File: src/rtl/neuron_accum_l2.sv
// Layer-2 neuron: MAC over N_IN (act, wt) pairs, shift/saturate to 7b,
// drive sigmoid LUT, hand result downstream on valid/ready.
// Ports: clk, rst_n (async low), start, in_valid/in_ready/act_in/wt_in,
//        sig_in -> LUT, sig_out <- LUT, out_valid/out_ready/out_data, busy.
// Optional: NEURON_L2_BIAS_EN adds bias_in (7b signed), preloads the
//           accumulator with sext(bias_in) << SHIFT on start.
module neuron_accum_l2 #(
  parameter int N_IN  = 10,
  parameter int ACC_W = 18,
  parameter int SHIFT = 4
) (
  input  logic       clk,
  input  logic       rst_n,
  input  logic       start,
  input  logic       in_valid,
  output logic       in_ready,
  input  logic [6:0] act_in,
  input  logic [6:0] wt_in,
`ifdef NEURON_L2_BIAS_EN
  input  logic [6:0] bias_in,
`endif
  output logic [6:0] sig_in,
  input  logic [6:0] sig_out,
  output logic       out_valid,
  input  logic       out_ready,
  output logic [6:0] out_data,
  output logic       busy
);

  typedef enum logic [2:0] {
    IDLE,
    ACCUM,
    QUANT,
    LOOKUP,
    OUTPUT
  } state_e;

  localparam logic [7:0] LAST = 8'(N_IN - 1);

  state_e                   state_q;
  logic signed [ACC_W-1:0]  acc_q;
  logic        [7:0]        cnt_q;
  logic        [6:0]        sig_q;
  logic        [6:0]        out_data_q;
  logic                     out_valid_q;
  logic                     in_ready_q;
  logic                     busy_q;

  logic signed [13:0]       act_x;
  logic signed [13:0]       wt_x;
  logic signed [13:0]       prod;
  logic signed [ACC_W-1:0]  acc_d;
  logic signed [ACC_W-1:0]  acc_init;
  logic signed [ACC_W-1:0]  q;
  logic        [ACC_W-7:0]  q_hi;
  logic                     q_fits;
  logic        [6:0]        sig_d;
  logic                     accept;

  // act is unsigned, so zero-extend; wt is two's complement.
  assign act_x = {7'b0, act_in};
  assign wt_x  = {{7{wt_in[6]}}, wt_in};
  assign prod  = act_x * wt_x;
  assign acc_d = acc_q + {{(ACC_W-14){prod[13]}}, prod};

`ifdef NEURON_L2_BIAS_EN
  assign acc_init = {{(ACC_W-7){bias_in[6]}}, bias_in} <<< SHIFT;
`else
  assign acc_init = '0;
`endif

  // q fits in 7b signed iff every bit from 6 upward matches the sign.
  assign q      = acc_q >>> SHIFT;
  assign q_hi   = q[ACC_W-1:6];
  assign q_fits = (&q_hi) | ~(|q_hi);
  assign sig_d  = q_fits       ? q[6:0] :
                  q[ACC_W-1]   ? 7'h40  : 7'h3F;

  assign accept = in_valid & in_ready_q;

  always_ff @(posedge clk or negedge rst_n) begin
    if (!rst_n) begin
      state_q     <= IDLE;
      acc_q       <= '0;
      cnt_q       <= '0;
      sig_q       <= '0;
      out_data_q  <= '0;
      out_valid_q <= 1'b0;
      in_ready_q  <= 1'b0;
      busy_q      <= 1'b0;
    end else begin
      unique case (state_q)
        IDLE: begin
          if (start) begin
            state_q    <= ACCUM;
            acc_q      <= acc_init;
            cnt_q      <= '0;
            in_ready_q <= 1'b1;
            busy_q     <= 1'b1;
          end
        end
        ACCUM: begin
          if (accept) begin
            acc_q <= acc_d;
            cnt_q <= cnt_q + 8'd1;
            if (cnt_q == LAST) begin
              state_q    <= QUANT;
              in_ready_q <= 1'b0;
            end
          end
        end
        QUANT: begin
          sig_q   <= sig_d;
          state_q <= LOOKUP;
        end
        LOOKUP: begin
          out_data_q  <= sig_out;
          out_valid_q <= 1'b1;
          state_q     <= OUTPUT;
        end
        OUTPUT: begin
          if (out_ready) begin
            out_valid_q <= 1'b0;
            busy_q      <= 1'b0;
            state_q     <= IDLE;
          end
        end
        default: begin
          state_q     <= IDLE;
          in_ready_q  <= 1'b0;
          out_valid_q <= 1'b0;
          busy_q      <= 1'b0;
        end
      endcase
    end
  end

  assign in_ready  = in_ready_q;
  assign sig_in    = sig_q;
  assign out_valid = out_valid_q;
  assign out_data  = out_data_q;
  assign busy      = busy_q;

endmodule

File: config.mk
export PLATFORM = sky130hd
export DESIGN_NAME = neuron_accum_l2
export DESIGN_NICKNAME = d
export VERILOG_FILES = /design/src/rtl/neuron_accum_l2.sv
export SDC_FILE = /design/constraint.sdc
export NUM_CORES = 1
export LEC_CHECK = 0
export ABC_AREA = 1
export CORE_UTILIZATION = 30
export CTS_CLUSTER_SIZE = 30
export DETAILED_ROUTE_END_ITERATION = 8
export DONT_BUFFER_PORTS = 1
export SYNTH_ARGS = -nofsm -noshare
export SYNTH_HDL_FRONTEND = slang
export SYNTH_SLANG_ARGS = --single-unit
File: constraint.sdc
create_clock -name clk -period 2 [get_ports clk]
set_clock_uncertainty 0.1 [all_clocks]
set_input_delay 0.4 -clock clk [delete_from_list [all_inputs] [get_ports clk]]
set_output_delay 0.4 -clock clk [all_outputs]
set_load 0.02 [all_outputs]
==> results of run 1 <==
[placed cells by master, fill, tap and decap left out, drive strengths merged]
master / count
nand3: 29
a21o: 6
nor2: 46
nand3b: 3
o21bai: 1
dfrtp: 46
clkbuf: 6
mux2: 7
clkinvlp: 1
xor2: 7
ha: 56
o21ai: 23
nand4: 5
o22ai: 3
nand2b: 1
xnor2: 6
a21boi: 1
and3: 1
buf: 76
a31oi: 9
a22o: 1
nand2: 175
o31ai: 1
inv: 119
fa: 26
or2: 4
clkinv: 1
o41ai: 1
dlygate4sd3: 1
o2111ai: 1
nor4: 2
nor3: 8
a21oi: 32
[report_power, final]
group	internal, mW	leakage, nW	switching [mW]
clock network	0.457	0.0629	0.345
registers	1.31	0.575	0.578
logic	3.87	2.66	4.07
total	5.64	3.30	4.99
[state kept, by name (all words and copies together), names as in the netlist]
name / flops
busy: 1
acc_q: 18
cnt_q: 8
in_ready: 1
state_q: 3
out_valid: 1
sig_in: 7
out_data: 7
[area by class of cell]
class	count	area [sq um]
Clock buffer	6	129
Clock inverter	1	7.51
Fill cell	1490	8800
Inverter	120	482
Multi-Input combinational cell	455	3710
Sequential cell	46	1150
Tap cell	188	235
Timing Repair Buffer	77	628
[final timing paths]
path	end	slack [ps]	depth (start not counted)	startpoint
worst max-delay path	acc_q[16]	-2710	26	wt_in[1]
worst min-delay path	out_data[3]	160	1	sig_out[3]
worst max register to register	acc_q[10]	-180	11	acc_q[0]
worst min register to register	cnt_q[0]	430	1	cnt_q[0]
max in group asynchronous	acc_q[17]	1070	2	rst_n
min in group asynchronous	acc_q[9]	540	2	rst_n
[critical path: cells and delay by family]
family                     cells  cell delay (ps)
and+or+nand+nor                9              700
buffers and inverters          6              390
adders and majority gates      6             2660
xor gates and xnor gates       1              140
AOI/OAI and AO/OA              4              500
[cell families after synthesis]
logic type,after synthesis,share of synthesized area (%)
DFF,46,24.8
xor gates and xnor gates,13,2.45
buffers and inverters,123,10.1
muxes,7,1.70
AOI/OAI and AO/OA,79,9.58
and+or+nand+nor,274,25.0
adders and majority gates,82,26.3
[layer usage]
metal	track usage, %	up-vias
met1	20.2	2017
met5	0	-
li1	-	2146
met2	24.9	49
met3	1.56	16
met4	2.69	0
[stage by stage]
step	TNS, ps	utilization, %	worst slack (ps)
after floorplan	-32730	-	-2710
after global placement	-37760	37.6	-3040
after detailed placement	-38100	37.6	-3040
after CTS	-32230	40.3	-2640
after global routing	-34850	41.9	-2890
final	-32370	41.9	-2710
[timing repair]
| item | in CTS | in global routing |
|---|---|---|
| hold endpoints to repair | 46 | 0 |
| setup endpoints to repair | 15 | 15 |
| hold buffers | 2 | 0 |
| pin swaps | 51 | 33 |
| buffers inserted | 2 | 6 |
| gates resized for setup | 59 | 38 |
==> results.yml, run 1 <==
drt:
  drt_iter0_drc: 170
  top_layer: "met4"
  route.met3.wl_um: 271
  via_per_inst: 4.73
  wl_met1_um: 5290
  met2WireLength_um: 5550
  ant_nets: 0
  firstDrtPassIters: 4
  routedWlPerCell_um: 12.6
  finalWirelength_um: 11300
  drc: 0
  vias: 4228
finish:
  final_nets: 813
  syn2layout_area_growth_pct: 36.7
  drive_gt1_share_pct: 31.5
  design_area_sq_um: 6340
  diodes: 0
  fin_cells: 893
timing:
  hold_ws_ps: 163
  maxSlewHeadroom_pct: 74.4
  max_freq_mhz: 212
  setup_viol: 15
  rsz0062_at_grt: "yes"
  maxSlewViolCount: 0
  worst_slack_ps: -2710
  min_period_over_period_pct: 235
  hold_violations: 0
  tightest_slew_ps: 378
  period_minus_slack_ps: 4710
setup_path:
  cpMaxStageDelayCell: "fa_1"
  critPathCaptureType: "flop"
  required_ps: 2070
  critPathMaxFanout: 7
  slowest_delay_ps: 550
  crit_path_frequent_cell: "fa_1"
  start_kind: "input port"
  arrival_ps: 4780
  path_class: "input port to flop"
status:
  violations: "setup timing"
  outcome: "complete, but fails checks"
global_route:
  grtUsageTotal_pct: 14.6
  grt-ovfl-total: 0
  antenna_found_initial: 0
  grt_max_degree: 47
  grt_pass1_wl_um: 19400
  grt_pass1_vias: 4209
placement:
  placed_area_sq_um: 5690
  placed_cells: 876
  place.gp.congestion: 0.848
  dp_hpwl_um: 8900
  port-buffer-count: 0
pwr:
  powerDensity_nw_per_um2: 1680
  power.static_leakage_nw: 3.30
  total_power_mw: 10.6
  peakVddDrop_mv: 0.745
clocking:
  insertion_delay_ps: 280
  root_buffer: "clkbuf_16"
  clk_pin_slew_worst_paths_ps: 60
  clock_sinks: 46
  clockBufferDepth: 2
  cts_buffers: 5
  htreeDepth: 2
  tritoncts: "built"
die:
  start_util_pct: 30.6
  die_width_um: 126
  dieArea_sq_um: 16000
  num_rows: 45
  core_area_sq_um: 15100
  die_h_um: 126
  ios: 43
synthesis:
  synth_common_cells: "172 x nand2_1, 117 x inv_1, 56 x ha_1"
  synth_nets: 732
  ys.flop_type: "dfrtp_1"
  synthCells: 624
  async_flop_share_pct: 100
  synth.most_common_cell: "nand2_1"
  syn_area_sq_um: 4640
  synth_edf_count: 0
  ys_warn_count: 0
  netlist.area_leader.share_pct: 24.8
  synth_area_leaders: "dfrtp_1 25%, ha_1 15%, nand2_1 14%"
  avgSynthCellArea_sq_um: 7.43
  seq_area_frac_synth_pct: 24.8
  synth.distinct_cells: 38
  synth_top_cell_by_area: "dfrtp_1"
  yosys_register_bits: 46
hold_path:
  min_path_type: "input port to flop"
flow_run:
  max_cap_viol_count: 0
Note: power is estimated with default switching activity, not from simulation.
==> inputs of run 2 (changes only) <==
--- a/config.mk
+++ b/config.mk
@@ -10,6 +10,7 @@
 export CTS_CLUSTER_SIZE = 30
 export DETAILED_ROUTE_END_ITERATION = 8
 export DONT_BUFFER_PORTS = 1
+export RECOVER_POWER = 25
 export SYNTH_ARGS = -nofsm -noshare
 export SYNTH_HDL_FRONTEND = slang
 export SYNTH_SLANG_ARGS = --single-unit
==> run 2 against run 1 <==
Effect of this change: die area unchanged; critical path type unchanged; clock power about the same; critical path depth unchanged; design area down 0.36%; largest power group unchanged; the run still ends with setup timing left; via count about the same; flip-flop and latch count unchanged; first-iteration DRC count up 1.2%; non-clock buffer count unchanged; sequential share of layout area up 0.065 points; worst hold slack about the same; global-route usage unchanged.
==> results.yml, run 2 (same netlist as run 1, synthesis figures left out) <==
timing:
  max_freq_mhz: 212
  tightest_slew_ps: 1150
  period_minus_slack_ps: 4710
  min_period_over_period_pct: 235
  maxSlewHeadroom_pct: 23.3
  maxSlewViolCount: 0
  finalSetupTns_ps: -32370
  setup_viol: 15
  hold_violations: 0
  worst_slack_ps: -2710
  rsz0062_at_grt: "yes"
global_route:
  grt_pass1_vias: 4209
  grtUsageTotal_pct: 14.6
  grt_max_degree: 47
  grt_pass1_wl_um: 19400
  antenna_found_initial: 0
  grt-ovfl-total: 0
setup_path:
  r2r_start: "acc_q[0]"
  r2r_end: "acc_q[10]"
  critPathMaxFanout: 7
  arrival_ps: 4780
  critPathCaptureType: "flop"
  start_kind: "input port"
  required_ps: 2070
  reg2reg_slack_ps: -180
  path_class: "input port to flop"
  ff2ff_path_depth: 11
pwr:
  netSwitchingFraction_pct: 46.9
  peakVddDrop_mv: 0.744
  power.static_leakage_nw: 3.29
  comb_power_share_pct: 74.6
  clkPwrFrac_pct: 7.5
  p_int_mw: 5.64
  powerDensity_nw_per_um2: 1680
  power.switching_mw: 4.98
  p_seq_share_pct: 17.8
drt:
  drt_iter0_drc: 172
  drc: 0
  routedWlPerCell_um: 12.6
  vias: 4230
  finalWirelength_um: 11300
  ant_nets: 0
  via_per_inst: 4.74
  firstDrtPassIters: 4
die:
  die_h_um: 126
  core_area_sq_um: 15100
  die_width_um: 126
  ios: 43
  dieArea_sq_um: 16000
  start_util_pct: 30.6
  num_rows: 45
finish:
  post-route-util_pct: 41.7
  drive_gt1_share_pct: 31.5
  fin_cells: 893
  reg_top3: "acc_q x18, cnt_q x8"
  final_nets: 813
  largest_register_ffs: 18
  diodes: 0
  layout_common_cells: "145 x nand2_1, 98 x inv_1, 70 x buf_4"
  max_flop_register: "acc_q"
  syn2layout_area_growth_pct: 36.3
  final_common_cell: "nand2_1"
hold_path:
  min_from: "sig_out[3]"
  min_path_type: "input port to flop"
  min_to: "out_data[3]"
  holdPathStages: 1
placement:
  placed_cells: 876
  dp_hpwl_um: 8900
  port-buffer-count: 0
  place.gp.congestion: 0.848
clocking:
  clockBufferDepth: 2
  htreeDepth: 2
  tritoncts: "built"
  clock_sinks: 46
  cts_buffers: 5
  root_buffer: "clkbuf_16"
  clk_pin_slew_worst_paths_ps: 60
  insertion_delay_ps: 280
status:
  outcome: "complete, but fails checks"
  violations: "setup timing"
flow_run:
  max_cap_viol_count: 0
## run 2: cell count changes in the layout (fill, tap and decap cells not counted), sizes merged
cell / before / now
buf: 76 / 75
clkbuf: 6 / 7
## run 2: power by group through the flow
stage	sequential (mW)	combinational (mW)	clock, mW
6_report	1.89	7.93	0.801
5_1_grt	1.94	8.79	0.860
3_3_place_gp	1.89	6.49	0
3_5_place_dp	1.89	6.56	0
2_1_floorplan	1.79	4.20	0
4_1_cts	1.89	7.29	0.823
## run 2: timing repair
item,4_1_cts,5_1_grt
buffers inserted,2,6
hold endpoints to repair,46,0
endpoints found under the setup margin,15,15
gates cloned,0,0
pin swaps,51,33
hold buffers,2,0
resized for setup,59,38
## run 2: worst max path at each step
stage               startpoint   endpoint  slack [ps]  cells after the start
floorplan             wt_in[6]  acc_q[17]       -2710                     27
global placement      wt_in[1]  acc_q[14]       -3040                     25
detailed placement    wt_in[6]  acc_q[14]       -3040                     24
CTS                   wt_in[1]  acc_q[17]       -2640                     28
global route          wt_in[1]  acc_q[17]       -2890                     27
finish                wt_in[1]  acc_q[16]       -2710                     26
## run 2: final cells by class
class / instances / area (sq um)
inverters: 120 / 482
fillers: 1493 / 8830
repair buffers: 77 / 606
well taps: 188 / 235
flip-flops and latches: 46 / 1150
clock buffers: 6 / 129
clock inverters: 1 / 7.51
multi-input cells: 455 / 3710
## run 2: layer usage
layer / wire length, um / global-route usage, %
met1: 5240 / 20.2
met2: 5550 / 24.9
met3: 318 / 1.56
met4: 148 / 2.69
met5: 0 / 0
## run 2: through the flow
step / hold WS [ps] / power (mW) / worst slack [ps] / area (sq um)
after floorplan: 4.41 / 5.99 / -2710 / 4970
after global placement: 5.23 / 8.38 / -3040 / 5690
after detailed placement: 5.01 / 8.46 / -3040 / 5690
after CTS: 158 / 10.0 / -2640 / 6110
after global routing: 153 / 11.6 / -2890 / 6320
final: 163 / 10.6 / -2710 / 6320
## run 2: critical path: stages
cell	delay, ps
nand2_4	40
inv_2	30
fa_1	550
inv_2	50
fa_1	530
inv_1	50
fa_1	480
inv_1	50
fa_1	490
inv_2	50
ha_4	290
nand2_1	70
nand2_2	80
nand2_2	60
nand3_2	110
a31oi_2	100
xnor2_1	140
ha_1	320
buf_4	160
a21oi_2	130
a21boi_4	210
nor2_1	50
nor2_1	140
nand3_1	90
nand2_1	60
o21ai_1	60
